==> config.mk <==
export PLATFORM = sky130hd
export DESIGN_NAME = stack_machine_core_flat
export DESIGN_NICKNAME = d
export VERILOG_FILES = /design/src/rtl/stack_machine_pkg.sv /design/src/rtl/stack_machine_if.sv /design/src/rtl/stack_machine_alu.sv /design/src/rtl/stack_machine_core.sv /design/src/flat_wrapper.sv
export SDC_FILE = /design/constraint.sdc
export NUM_CORES = 1
export LEC_CHECK = 0
export CAP_MARGIN = 20
export CORE_ASPECT_RATIO = 0.6
export CORE_UTILIZATION = 40
export CTS_BUF_LIST = sky130_fd_sc_hd__clkbuf_8
export DETAILED_ROUTE_END_ITERATION = 16
export PLACE_DENSITY_LB_ADDON = 0.08
export SETUP_SLACK_MARGIN = 0.3
export SYNTH_ARGS = -nofsm -noshare
export SYNTH_HDL_FRONTEND = slang
export SYNTH_SLANG_ARGS = --single-unit
export TNS_END_PERCENT = 1
==> constraint.sdc <==
create_clock -name clk -period 8.6 [get_ports clk]
set_input_delay 1.72 -clock clk [delete_from_list [all_inputs] [get_ports clk]]
set_output_delay 1.72 -clock clk [all_outputs]
set_load 0.03 [all_outputs]
==> src/rtl/stack_machine_pkg.sv <==
// Shared opcodes, FSM states and Q-format defaults
// for the RPN stack machine used by the function plotter.
package stack_machine_pkg;

  localparam int DATA_WIDTH_DEF = 16;
  localparam int FRAC_BITS_DEF  = 8;
  localparam int SIZE_DEF       = 64;

  localparam logic [2:0] OP_PUSH_IMM = 3'd0;
  localparam logic [2:0] OP_PUSH_X   = 3'd1;
  localparam logic [2:0] OP_ADD      = 3'd2;
  localparam logic [2:0] OP_SUB      = 3'd3;
  localparam logic [2:0] OP_MUL      = 3'd4;
  localparam logic [2:0] OP_END      = 3'd7;

  typedef enum logic [1:0] {
    S_RUN,
    S_BINOP,
    S_ENDRD,
    S_DRAIN
  } state_t;

  function automatic logic is_push_op(input logic [2:0] op);
    return (op == OP_PUSH_IMM) || (op == OP_PUSH_X);
  endfunction

  function automatic logic is_bin_op(input logic [2:0] op);
    return (op == OP_ADD) || (op == OP_SUB) || (op == OP_MUL);
  endfunction

endpackage

==> src/rtl/stack_machine_if.sv <==
// Instruction stream (valid/ready) plus result pulse.
// master: instruction producer / result consumer; slave: core.
interface stack_machine_if #(
  parameter int DATA_WIDTH = 16
);
  logic                  instr_valid;
  logic                  instr_ready;
  logic [2:0]            instr_opcode;
  logic [DATA_WIDTH-1:0] instr_imm;
  logic                  result_valid;
  logic [DATA_WIDTH-1:0] result;
  logic                  result_error;

  modport master (
    output instr_valid, instr_opcode, instr_imm,
    input  instr_ready, result_valid, result, result_error
  );

  modport slave (
    input  instr_valid, instr_opcode, instr_imm,
    output instr_ready, result_valid, result, result_error
  );
endinterface

==> src/rtl/stack_machine_alu.sv <==
// Combinational ADD/SUB/MUL; a = top, b = second entry.
// MUL is signed fixed-point, shifted by FRAC_BITS, wrapping.
module stack_machine_alu
  import stack_machine_pkg::*;
#(
  parameter int DATA_WIDTH = DATA_WIDTH_DEF,
  parameter int FRAC_BITS  = FRAC_BITS_DEF
) (
  input  logic [2:0]            op,
  input  logic [DATA_WIDTH-1:0] a,
  input  logic [DATA_WIDTH-1:0] b,
  output logic [DATA_WIDTH-1:0] y
);

  localparam int PW = 2 * DATA_WIDTH;

  logic signed [PW-1:0] a_w;
  logic signed [PW-1:0] b_w;
  logic signed [PW-1:0] prod;

  assign a_w  = {{DATA_WIDTH{a[DATA_WIDTH-1]}}, a};
  assign b_w  = {{DATA_WIDTH{b[DATA_WIDTH-1]}}, b};
  assign prod = b_w * a_w;

  always_comb begin
    y = b + a;
    unique case (op)
      OP_SUB:  y = b - a;
      OP_MUL:  y = DATA_WIDTH'(prod >>> FRAC_BITS);
      default: y = b + a;
    endcase
  end

endmodule

==> src/rtl/stack_machine_core.sv <==
// RPN evaluator: FSM, stack pointer and stack memory port muxing.
// Ports: clk/rst, bus (instr stream + result), x, stack mem A/B.
module stack_machine_core
  import stack_machine_pkg::*;
#(
  parameter int  DATA_WIDTH = DATA_WIDTH_DEF,
  parameter int  SIZE       = SIZE_DEF,
  parameter int  FRAC_BITS  = FRAC_BITS_DEF,
  localparam int ADDR_WIDTH = $clog2(SIZE),
  localparam int SP_WIDTH   = ADDR_WIDTH + 1
) (
  input  logic                  clk,
  input  logic                  rst,
  stack_machine_if.slave        bus,
  input  logic [DATA_WIDTH-1:0] x,
  output logic [ADDR_WIDTH-1:0] mem_a_addr,
  output logic                  mem_a_write_enable,
  output logic [DATA_WIDTH-1:0] mem_a_write_data,
  input  logic [DATA_WIDTH-1:0] mem_a_read_data,
  output logic [ADDR_WIDTH-1:0] mem_b_addr,
  input  logic [DATA_WIDTH-1:0] mem_b_read_data
);

  state_t                state;
  logic [SP_WIDTH-1:0]   sp;
  logic                  err;
  logic [2:0]            op_q;
  logic                  res_vld;
  logic [DATA_WIDTH-1:0] res;
  logic                  res_err;
  logic [DATA_WIDTH-1:0] alu_y;

  logic       accept;
  logic [2:0] opc;
  logic       is_push;
  logic       is_bin;
  logic       is_end;
  logic       sp_full;
  logic       sp_lt2;
  logic       sp_one;
  logic       fail_end;

  assign bus.instr_ready  = (state == S_RUN) || (state == S_DRAIN);
  assign bus.result_valid = res_vld;
  assign bus.result       = res;
  assign bus.result_error = res_err;

  assign accept  = bus.instr_valid && bus.instr_ready;
  assign opc     = bus.instr_opcode;
  assign is_push = is_push_op(opc);
  assign is_bin  = is_bin_op(opc);
  assign is_end  = (opc == OP_END);
  assign sp_full = (sp == SP_WIDTH'(SIZE));
  assign sp_lt2  = (sp < SP_WIDTH'(2));
  assign sp_one  = (sp == SP_WIDTH'(1));

  // err is only ever set on the way into DRAIN, so any END
  // taken while draining lands here too.
  assign fail_end = accept && is_end && (err || !sp_one);

  stack_machine_alu #(
    .DATA_WIDTH (DATA_WIDTH),
    .FRAC_BITS  (FRAC_BITS)
  ) u_alu (
    .op (op_q),
    .a  (mem_a_read_data),
    .b  (mem_b_read_data),
    .y  (alu_y)
  );

  always_comb begin
    mem_a_addr         = ADDR_WIDTH'(sp);
    mem_b_addr         = ADDR_WIDTH'(sp - SP_WIDTH'(2));
    mem_a_write_enable = 1'b0;
    mem_a_write_data   = bus.instr_imm;
    unique case (state)
      S_RUN: begin
        if (accept) begin
          unique case (1'b1)
            is_push: begin
              mem_a_write_enable = !sp_full;
              if (opc == OP_PUSH_X) mem_a_write_data = x;
            end
            is_bin:  mem_a_addr = ADDR_WIDTH'(sp - SP_WIDTH'(1));
            is_end:  mem_a_addr = '0;
            default: ;
          endcase
        end
      end
      S_BINOP: begin
        mem_a_addr         = ADDR_WIDTH'(sp - SP_WIDTH'(2));
        mem_a_write_enable = 1'b1;
        mem_a_write_data   = alu_y;
      end
      default: ;
    endcase
  end

  always_ff @(posedge clk) begin
    if (rst) begin
      state   <= S_RUN;
      sp      <= '0;
      err     <= 1'b0;
      op_q    <= OP_ADD;
      res_vld <= 1'b0;
      res     <= '0;
      res_err <= 1'b0;
    end else begin
      res_vld <= 1'b0;
      if (fail_end) begin
        res     <= '0;
        res_err <= 1'b1;
        res_vld <= 1'b1;
        sp      <= '0;
        err     <= 1'b0;
        state   <= S_RUN;
      end else begin
        unique case (state)
          S_RUN: begin
            if (accept) begin
              unique case (1'b1)
                is_push: begin
                  if (sp_full) begin
                    err   <= 1'b1;
                    state <= S_DRAIN;
                  end else begin
                    sp <= sp + SP_WIDTH'(1);
                  end
                end
                is_bin: begin
                  if (sp_lt2) begin
                    err   <= 1'b1;
                    state <= S_DRAIN;
                  end else begin
                    op_q  <= opc;
                    state <= S_BINOP;
                  end
                end
                is_end:  state <= S_ENDRD;
                default: begin
                  err   <= 1'b1;
                  state <= S_DRAIN;
                end
              endcase
            end
          end
          S_BINOP: begin
            sp    <= sp - SP_WIDTH'(1);
            state <= S_RUN;
          end
          S_ENDRD: begin
            res     <= mem_a_read_data;
            res_err <= 1'b0;
            res_vld <= 1'b1;
            sp      <= '0;
            state   <= S_RUN;
          end
          default: ;
        endcase
      end
    end
  end

endmodule

==> src/flat_wrapper.sv <==
// flat-port wrapper written by rule: the top's interface ports become plain ports
module stack_machine_core_flat import stack_machine_pkg::*;
#(
  parameter int  DATA_WIDTH = DATA_WIDTH_DEF,
  parameter int  SIZE       = SIZE_DEF,
  parameter int  FRAC_BITS  = FRAC_BITS_DEF,
  localparam int ADDR_WIDTH = $clog2(SIZE),
  localparam int SP_WIDTH   = ADDR_WIDTH + 1
)
  (clk, rst, x, mem_a_addr, mem_a_write_enable, mem_a_write_data, mem_a_read_data, mem_b_addr, mem_b_read_data, bus_instr_valid, bus_instr_opcode, bus_instr_imm, bus_instr_ready, bus_result_valid, bus_result, bus_result_error);
  stack_machine_if #(.DATA_WIDTH(DATA_WIDTH)) bus_i ();
  input  logic clk;
  input  logic rst;
  input  logic [DATA_WIDTH-1:0] x;
  output logic [ADDR_WIDTH-1:0] mem_a_addr;
  output logic mem_a_write_enable;
  output logic [DATA_WIDTH-1:0] mem_a_write_data;
  input  logic [DATA_WIDTH-1:0] mem_a_read_data;
  output logic [ADDR_WIDTH-1:0] mem_b_addr;
  input  logic [DATA_WIDTH-1:0] mem_b_read_data;
  input wire logic [$bits(bus_i.instr_valid)-1:0] bus_instr_valid;
  input wire logic [$bits(bus_i.instr_opcode)-1:0] bus_instr_opcode;
  input wire logic [$bits(bus_i.instr_imm)-1:0] bus_instr_imm;
  output wire logic [$bits(bus_i.instr_ready)-1:0] bus_instr_ready;
  output wire logic [$bits(bus_i.result_valid)-1:0] bus_result_valid;
  output wire logic [$bits(bus_i.result)-1:0] bus_result;
  output wire logic [$bits(bus_i.result_error)-1:0] bus_result_error;
  assign bus_i.instr_valid = bus_instr_valid;
  assign bus_i.instr_opcode = bus_instr_opcode;
  assign bus_i.instr_imm = bus_instr_imm;
  assign bus_instr_ready = bus_i.instr_ready;
  assign bus_result_valid = bus_i.result_valid;
  assign bus_result = bus_i.result;
  assign bus_result_error = bus_i.result_error;
  stack_machine_core #(.DATA_WIDTH(DATA_WIDTH), .SIZE(SIZE), .FRAC_BITS(FRAC_BITS)) u_core (.clk(clk), .rst(rst), .bus(bus_i), .x(x), .mem_a_addr(mem_a_addr), .mem_a_write_enable(mem_a_write_enable), .mem_a_write_data(mem_a_write_data), .mem_a_read_data(mem_a_read_data), .mem_b_addr(mem_b_addr), .mem_b_read_data(mem_b_read_data));
endmodule
==> impl_metrics.tcl, run 1 <==
set metrics [dict create \
    first_pass_iters 5 \
    ys_types 60 \
    worst_clock_skew_ns 0.00913 \
    port-buffer-count 117 \
    cp_max_fo 4 \
    instances_no_fill 1921 \
    dp.cells 1856 \
    root_buffer "clkbuf_8" \
    num_rows 46 \
    finalHoldViolCount 0 \
    cts.sinks 31 \
    die_w_um 214 \
    grt_pass1_vias 9861 \
    endpoint_kind "output pin" \
    max_freq_mhz 110 \
    cts_buffer_depth 2 \
    worstPathRequired_ns 6.88 \
    rsz0062_at_grt "yes" \
    drt-total-wl_mm 36.5 \
    ys_ff_latch 31 \
    clk_pin_slew_ns 0.07 \
    p_leak_uw 0.00704 \
    synthTopCellsByCount "263 x inv_1, 187 x fa_1, 148 x nand2_1" \
    num_vias 9744 \
    ys.flop_type "dfxtp_1" \
    top_level_ports 118 \
    syn_area_um2 10800 \
    drcViolationCount 0 \
    start_util 0.408 \
    insertion_delay_ns 0.28 \
    slew_headroom 0.324 \
    tritoncts "done" \
    synth_top_area_share 0.346 \
    synth_nets 1672 \
    grt_max_degree 27 \
    fin_util 0.549 \
    synth_cells 1318 \
    fillers 2534 \
    grt_util_all_layers 0.274 \
    tightest_slew_ns 1.01 \
    floorplan.die_area_um2 27700 \
    avgRoutedWirePerCell_um 19.0 \
    max_stage_delay_ns 0.51 \
    grt_pass1_wl_mm 58.0 \
    yosysTopAreaCell "fa_1" \
    cts_buffers 5 \
    criticalPathCategory "in2out" \
    status "finished, violations left" \
    ir_drop_mv 0.568 \
    critPathLaunchType "primary input" \
    critPathTopFamily "adder cells" \
    post_route_cells_drive_above_1_share 0.211 \
    synthArstFlopShare 0 \
    dp_hpwl_mm 28.8 \
    grt-ovfl-total 0 \
    htreeDepth 2 \
    area_growth_pct 34.4 \
    violations "negative setup slack" \
    die_y_um 129 \
    setup_viol 14 \
    first_iter_violations 653 \
    detail_route.vias_per_cell 5.07 \
    finalMaxSlewViolations 0 \
    ys_seq_area_frac 0.0574 \
    hold_class "reg2reg" \
    slowest_stage "fa_1" \
    regArea_um2 621 \
    finalCriticalPeriod_ns 9.13 \
    synth.area.top_cells "fa_1 35%, ha_1 11%, inv_1 9.1%" \
    core_area_um2 26500 \
    synth_most_common_cell "inv_1" \
    nets 1913 \
    cp_data_arrival_time_ns 7.41 \
    min_period_over_period 1.06 \
    synth-edff-count 0 \
    yosys_warnings 0 \
    ant_nets 0 \
    fin_ws_ns -0.527 \
    multiInputGateArea_um2 9250 \
    syn_area_per_cell_um2 8.20 \
    cpMostUsedCell "fa_1" \
    drv_cap 0 \
    gp_congestion 0.937 \
    powerDensity_nw_per_um2 456 \
    worst-path-buf-inv 9 \
    antenna_found_initial 1 \
]
## final timing paths
| path | from | end | slack [ns] | depth (start not counted) |
|---|---|---|---|---|
| worst min-delay path | u_core.err$_SDFFE_PP0P_ | u_core.err$_SDFFE_PP0P_ | 0.48 | 2 |
| worst max-delay path | mem_a_read_data[5] | mem_a_write_data[14] | -0.53 | 25 |
| worst min register to register | u_core.err$_SDFFE_PP0P_ | u_core.err$_SDFFE_PP0P_ | 0.48 | 2 |
| worst max register to register | u_core.state[0]$_SDFFE_PP0P_ | u_core.sp[2]$_SDFFE_PP0P_ | 5.78 | 8 |
## stage by stage
stage | power, µW | worst slack [ns] | area [µm²] | TNS, ns | hold slack [ns]
after floorplan | 3960 | -0.0857 | 11000 | -0.325 | 0.438
after global placement | 5860 | -1.36 | 13500 | -11.41 | 0.467
after detailed placement | 5880 | -1.35 | 13500 | -11.82 | 0.465
after CTS | 6570 | -0.579 | 14500 | -4.93 | 0.483
after global routing | 7250 | -0.725 | 14500 | -7.92 | 0.535
final | 6630 | -0.527 | 14500 | -4.37 | 0.483
## worst reg2reg max path, stage by stage (launching register included)
cell and delay [ns]:
dfxtp_1 0.39, inv_1 0.08, ha_1 0.49, nor2b_1 0.46
nand2_1 0.27, o22ai_1 0.55, o221ai_1 0.23, a21oi_1 0.18
nor2_1 0.05
## final cells by class
| class | count | share of cell area |
|---|---|---|
| clock inverter | 3 | 0.00439 |
| timing repair buffer | 300 | 0.211 |
| antenna | 1 | 0.000172 |
| sequential | 31 | 0.0427 |
| clock buffer | 5 | 0.00474 |
| tap | 360 | 0.0310 |
| multi-input combinational | 955 | 0.637 |
| inverter | 266 | 0.0691 |
## layout by cell type, fill, tap and decap left out, types with 11 or more instances in the layout
| master | Yosys | routed |
|---|---|---|
| inv_1 | 263 | 249 |
| fa_1 | 187 | 176 |
| buf_4 | 2 | 147 |
| nand2_1 | 148 | 142 |
| and2_1 | 112 | 97 |
| ha_1 | 97 | 89 |
| nor2_1 | 81 | 79 |
| clkdlybuf4s50_1 | 0 | 70 |
| xnor2_1 | 45 | 43 |
| a21oi_1 | 45 | 42 |
| o21ai_0 | 39 | 36 |
| mux2i_1 | 33 | 33 |
| dfxtp_1 | 31 | 31 |
| buf_12 | 0 | 26 |
| buf_6 | 0 | 23 |
| and2_4 | 0 | 15 |
| inv_2 | 1 | 15 |
| xor2_1 | 14 | 13 |
| buf_2 | 5 | 12 |
| o21a_1 | 11 | 11 |
| fa_2 | 0 | 11 |
## what timing repair did
action,4_1_cts,5_1_grt
buffers inserted,45,1
resized for setup,206,10
gates cloned,10,0
pin swaps,61,19
endpoints found under the setup margin,16,15
hold buffers,0,0
endpoints found under the hold margin,0,0
## where the power goes
| group | total, µW | internal, µW | switching (µW) |
|---|---|---|---|
| clock network | 172 | 115 | 57.1 |
| logic | 6250 | 2930 | 3320 |
| registers | 206 | 173 | 33.1 |
## metal layers
metal	share of wire	GRT usage	up-vias
met3	0.072	0.0606	24
li1	-	-	4581
met2	0.40	0.398	269
met4	0.0082	0.0210	0
met5	0	0	-
met1	0.52	0.425	4870
## sequential cells by signal, summed over array words and instances (netlist names)
| name | count |
|---|---|
| u_core.bus.result | 16 |
| u_core.sp | 7 |
| u_core.op_q | 3 |
| u_core.bus.result_error | 1 |
| u_core.err | 1 |
| u_core.state | 2 |
| u_core.bus.result_valid | 1 |
## cell families after synthesis
logic type / count (synthesis) / synth area share
and+or+nand+nor: 402 / 0.179
buffers and inverters: 332 / 0.117
adders and majority gates: 284 / 0.459
AOI/OAI and AO/OA: 173 / 0.105
xor gates and xnor gates: 59 / 0.0478
muxes: 37 / 0.0351
DFF: 31 / 0.0574
No activity file was read; power rests on OpenSTA's default activity.
==> inputs of run 2 (changes only) <==
--- a/config.mk
+++ b/config.mk
@@ -11,4 +11,5 @@
 export CTS_BUF_LIST = sky130_fd_sc_hd__clkbuf_8
 export DETAILED_ROUTE_END_ITERATION = 16
+export GPL_TIMING_DRIVEN = 0
 export PLACE_DENSITY_LB_ADDON = 0.08
 export SETUP_SLACK_MARGIN = 0.3
==> constraint.sdc (replaced) <==
create_clock -name clk -period 8.6 [get_ports clk]
set_input_delay 1.72 -clock clk [delete_from_list [all_inputs] [get_ports clk]]
set_output_delay 1.72 -clock clk [all_outputs]
set_load 0.01 [all_outputs]
==> impl_metrics.tcl, run 2 (synthesized netlist as in run 1, its figures left out) <==
set metrics [dict create \
    mostFrequentLayoutCell "inv_1" \
    fin_ws_ns -0.698 \
    cpMostUsedCell "fa_1" \
    area_growth_pct 25.6 \
    clk_pin_slew_ns 0.07 \
    ant_nets 0 \
    nets 1827 \
    avgRoutedWirePerCell_um 20.2 \
    finalMaxSlewViolations 0 \
    first_pass_iters 7 \
    max_stage_delay_ns 0.55 \
    hold_start "u_core.err$_SDFFE_PP0P_" \
    cts_buffers 5 \
    setup_viol 15 \
    critPathTopFamily "adder cells" \
    num_antenna_cells 0 \
    final_cell_mix "246 x inv_1, 180 x fa_1, 144 x nand2_1" \
    drv_cap 0 \
    grt_pass1_vias 9634 \
    worst-path-buf-inv 9 \
    grt_pass1_wl_mm 57.4 \
    place_area_um2 12700 \
    finalHoldViolCount 0 \
    cts_buffer_depth 2 \
    setup_tns_ns -6.11 \
    endpoint_kind "output pin" \
    status "finished, violations left" \
    start_util 0.408 \
    core_area_um2 26500 \
    grt_max_degree 12 \
    cp-startpoint "mem_a_read_data[6]" \
    drcViolationCount 0 \
    cp_max_fo 7 \
    root_buffer "clkbuf_8" \
    slowest_stage "fa_1" \
    grt-ovfl-total 0 \
    slew_headroom 0.487 \
    fin_area_um2 13600 \
    floorplan.die_area_um2 27700 \
    insertion_delay_ns 0.28 \
    die_y_um 129 \
    antenna_found_initial 1 \
    ir_drop_mv 0.594 \
    post_route_cells_drive_above_1_share 0.149 \
    worst_clock_skew_ns 0.00725 \
    die_w_um 214 \
    criticalPathCategory "in2out" \
    powerDensity_nw_per_um2 448 \
    min_period_over_period 1.08 \
    top_level_ports 118 \
    drt-total-wl_mm 37.0 \
    port-buffer-count 112 \
    p_leak_uw 0.00643 \
    first_iter_violations 689 \
    max_freq_mhz 108 \
    gp_congestion 0.894 \
    detail_route.vias_per_cell 5.17 \
    num_rows 46 \
    tritoncts "done" \
    dp_slack_ns -2.27 \
    hold_class "reg2reg" \
    grt_util_all_layers 0.276 \
    r2r_start "u_core.state[0]$_SDFFE_PP0P_" \
    rsz0062_at_grt "yes" \
    worstPathRequired_ns 6.88 \
    cp_data_arrival_time_ns 7.58 \
    dp_hpwl_mm 29.7 \
    violations "negative setup slack" \
    r2r_slack_ns 5.92 \
    tightest_slew_ns 0.764 \
    cts.sinks 31 \
    htreeDepth 2 \
    finalCriticalPeriod_ns 9.30 \
    critPathLaunchType "primary input" \
    cts_hold_buffers 0 \
    largest_reg_flops 16 \
    num_vias 9474 \
]
## run 2: cell count changes in the layout (fill, tap and decap cells not counted), sizes merged
cell	previous run	this run
buf	211	75
clkbuf	5	59
bufbuf	7	0
clkdlybuf4s15	7	11
inv	265	262
clkinv	2	4
clkinvlp	0	2
dlygate4sd2	5	3
bufinv	2	1
diode	1	0
dlymetal6s2s	0	1
## run 2: through the flow
stage / total power, µW / hold WS [ns] / util / std cells
6_report: 6080 / 0.482 / 0.513 / 1834
3_5_place_dp: 5030 / 0.464 / 0.478 / 1790
3_3_place_gp: 5010 / 0.465 / 0.478 / 1790
5_1_grt: 6680 / 0.507 / 0.513 / 1834
2_1_floorplan: 3750 / 0.438 / - / 1318
4_1_cts: 5640 / 0.484 / 0.506 / 1826
## run 2: final timing paths
kind / cells past startpoint / to
min: 2 / u_core.err$_SDFFE_PP0P_
max: 25 / mem_a_write_data[12]
min reg2reg: 2 / u_core.err$_SDFFE_PP0P_
max reg2reg: 10 / u_core.state[0]$_SDFFE_PP0P_
## run 2: layout make-up
type                            instances  area, µm²
Fill cell                            2619      12900
Multi-Input combinational cell        955       9260
Timing Repair Buffer                  148       1350
Inverter                              266       1010
Buffer                                 66        776
Sequential cell                        31        621
Tap cell                              360        450
Clock buffer                            5       68.8
Clock inverter                          3       43.8
## run 2: power breakdown
part           internal [µW]  switching (µW)  total (µW)
logic                   2620            3120        5740
registers                173            26.7         200
clock network           86.2            58.5         145
## run 2: layer usage
layer,track usage,part of all wire
met3,0.0472,0.079
met1,0.443,0.52
met2,0.395,0.40
met4,0.0168,0.0037
met5,0,0
## run 2: worst register-to-register path: stages, from the launching register on
cell	delay, ns
dfxtp_1	0.40
inv_1	0.09
ha_1	0.33
nor2b_1	0.12
clkbuf_1	0.24
nand2_1	0.16
a31oi_1	0.30
or2_2	0.17
clkbuf_1	0.35
buf_2	0.32
nor2_1	0.08
## run 2: timing repair
item,4_1_cts,5_1_grt
hold endpoints to repair,0,0
endpoints found under the setup margin,16,16
pin swaps,44,57
buffers inserted,27,8
gates cloned,1,0
resized for setup,256,75
==> inputs of run 3 (changes only) <==
PLACE_DENSITY = 0.64   (was default)
PLACE_DENSITY_LB_ADDON = default   (was 0.08)
==> impl_metrics.tcl, run 3 (synthesized netlist as in run 1, its figures left out) <==
set metrics [dict create \
    grt_max_degree 12 \
    drv_cap 0 \
    max_freq_mhz 108 \
    ir_drop_mv 0.558 \
    max_stage_delay_ns 0.54 \
    setup_viol 14 \
    endpoint "mem_a_write_data[12]" \
    worst_clock_skew_ns 0.00491 \
    grt_pass1_vias 9700 \
    reg2regPathDepth 10 \
    dp_hpwl_mm 28.8 \
    r2r_slack_ns 5.99 \
    slowest_stage "fa_2" \
    root_buffer "clkbuf_8" \
    post_route_cells_drive_above_1_share 0.162 \
    grt-ovfl-total 0 \
    largest_reg_flops 16 \
    powerDensity_nw_per_um2 448 \
    fillers 2476 \
    finalCriticalPeriod_ns 9.24 \
    critPathLaunchType "primary input" \
    clk_pin_slew_ns 0.07 \
    fin_util 0.519 \
    fin_area_um2 13700 \
    grtUsageMet2 0.369 \
    r2r_start "u_core.state[0]$_SDFFE_PP0P_" \
    grt_pass1_wl_mm 55.7 \
    cp-startpoint "mem_a_read_data[5]" \
    cts_buffer_depth 2 \
    cp_data_arrival_time_ns 7.52 \
    worstPathRequired_ns 6.88 \
    tritoncts "done" \
    criticalPathCategory "in2out" \
    htreeDepth 2 \
    first_pass_iters 5 \
    num_vias 9592 \
    nets 1842 \
    num_rows 46 \
    area_growth_pct 27.2 \
    crit_cells 25 \
    reg2reg_to "u_core.bus.result[3]$_SDFFE_PP0P_" \
    place_area_um2 12700 \
    ant_nets 0 \
    insertion_delay_ns 0.29 \
    rsz0062_at_grt "yes" \
    floorplan.die_area_um2 27700 \
    grt_util_met1 0.390 \
    violations "negative setup slack" \
    start_util 0.408 \
    antenna_found_initial 3 \
    cp_max_fo 5 \
    p_leak_uw 0.00651 \
    die_y_um 129 \
    slew_headroom 0.503 \
    tightest_slew_ns 0.739 \
    top_level_ports 118 \
    finalHoldViolCount 0 \
    min_period_over_period 1.07 \
    drcViolationCount 0 \
    worst-path-buf-inv 9 \
    endpoint_kind "output pin" \
    final_cell_mix "247 x inv_1, 177 x fa_1, 142 x nand2_1" \
    core_area_um2 26500 \
    first_iter_violations 744 \
    gp_congestion 0.906 \
    drt-total-wl_mm 35.8 \
    status "finished, violations left" \
    hold_class "reg2reg" \
    top_usage_layer "met1" \
    port-buffer-count 112 \
    grt_util_all_layers 0.263 \
    fin_ws_ns -0.638 \
    critPathTopFamily "adder cells" \
    cts_buffers 5 \
    detail_route.vias_per_cell 5.18 \
    groute.layer.met3.usage 0.0941 \
    avgRoutedWirePerCell_um 19.3 \
    die_w_um 214 \
    setup_tns_ns -6.21 \
    finalMaxSlewViolations 0 \
    mostFrequentLayoutCell "inv_1" \
    cts.sinks 31 \
    cts_hold_buffers 0 \
    cpMostUsedCell "fa_1" \
]
-- run 3: worst min-delay path by stage --
stage,slack [ns],cells after the start,endpoint,from
global placement,0.46,2,u_core.err$_SDFFE_PP0P_,u_core.err$_SDFFE_PP0P_
detailed placement,0.47,2,u_core.err$_SDFFE_PP0P_,u_core.err$_SDFFE_PP0P_
global route,0.52,2,u_core.err$_SDFFE_PP0P_,u_core.err$_SDFFE_PP0P_
finish,0.49,2,u_core.err$_SDFFE_PP0P_,u_core.err$_SDFFE_PP0P_
floorplan,0.44,2,u_core.err$_SDFFE_PP0P_,u_core.err$_SDFFE_PP0P_
CTS,0.49,2,u_core.err$_SDFFE_PP0P_,u_core.err$_SDFFE_PP0P_
-- run 3: cell type report --
cell class | count | area (µm²) | share of cell area
plain buffers | 66 | 800 | 0.0582
flip-flops and latches | 31 | 621 | 0.0452
clock inverters | 3 | 20.0 | 0.00146
diodes | 1 | 2.50 | 0.000182
clock buffers | 5 | 68.8 | 0.00501
repair buffers | 163 | 1470 | 0.107
multi-input cells | 955 | 9300 | 0.677
inverters | 266 | 1010 | 0.0735
well taps | 360 | 450 | 0.0328
-- run 3: through the flow --
stage          power, µW  hold WS [ns]  cells  setup slack (ns)
2_1_floorplan       3750         0.438   1318           -0.0479
3_3_place_gp        4930         0.464   1790             -2.07
3_5_place_dp        4970         0.466   1790             -2.12
4_1_cts             5690         0.488   1834            -0.648
5_1_grt             6720         0.519   1849            -0.810
6_report            6160         0.488   1850            -0.638
-- run 3: power breakdown --
part           leakage, µW  switching [µW]  total [µW]  internal (µW)
clock            0.0000402            60.3         117           56.3
combinational      0.00621            3210        5850           2640
sequential        0.000252            25.7         199            173
total              0.00651            3290        6160           2870
-- run 3: worst reg2reg max path: stages, from the launching register on --
cell and delay, ns:
dfxtp_1 0.40, inv_1 0.09, ha_1 0.33, nor2b_1 0.12, clkbuf_1 0.24, nand2_1 0.16
a31oi_1 0.31, or2_2 0.17, clkbuf_1 0.30, buf_2 0.30, nor2_1 0.08
-- run 3: per-layer routing --
layer	vias up	wire length (µm)
met5	-	13
met4	2	457
met3	33	4320
met2	391	14100
met1	4747	16900
li1	4419	-
-- run 3: timing repair --
action                     CTS  global route
cloned                       1             0
gates resized for setup    254           107
setup endpoints to repair   16            16
setup buffers               35            15
pin swaps                   48            57
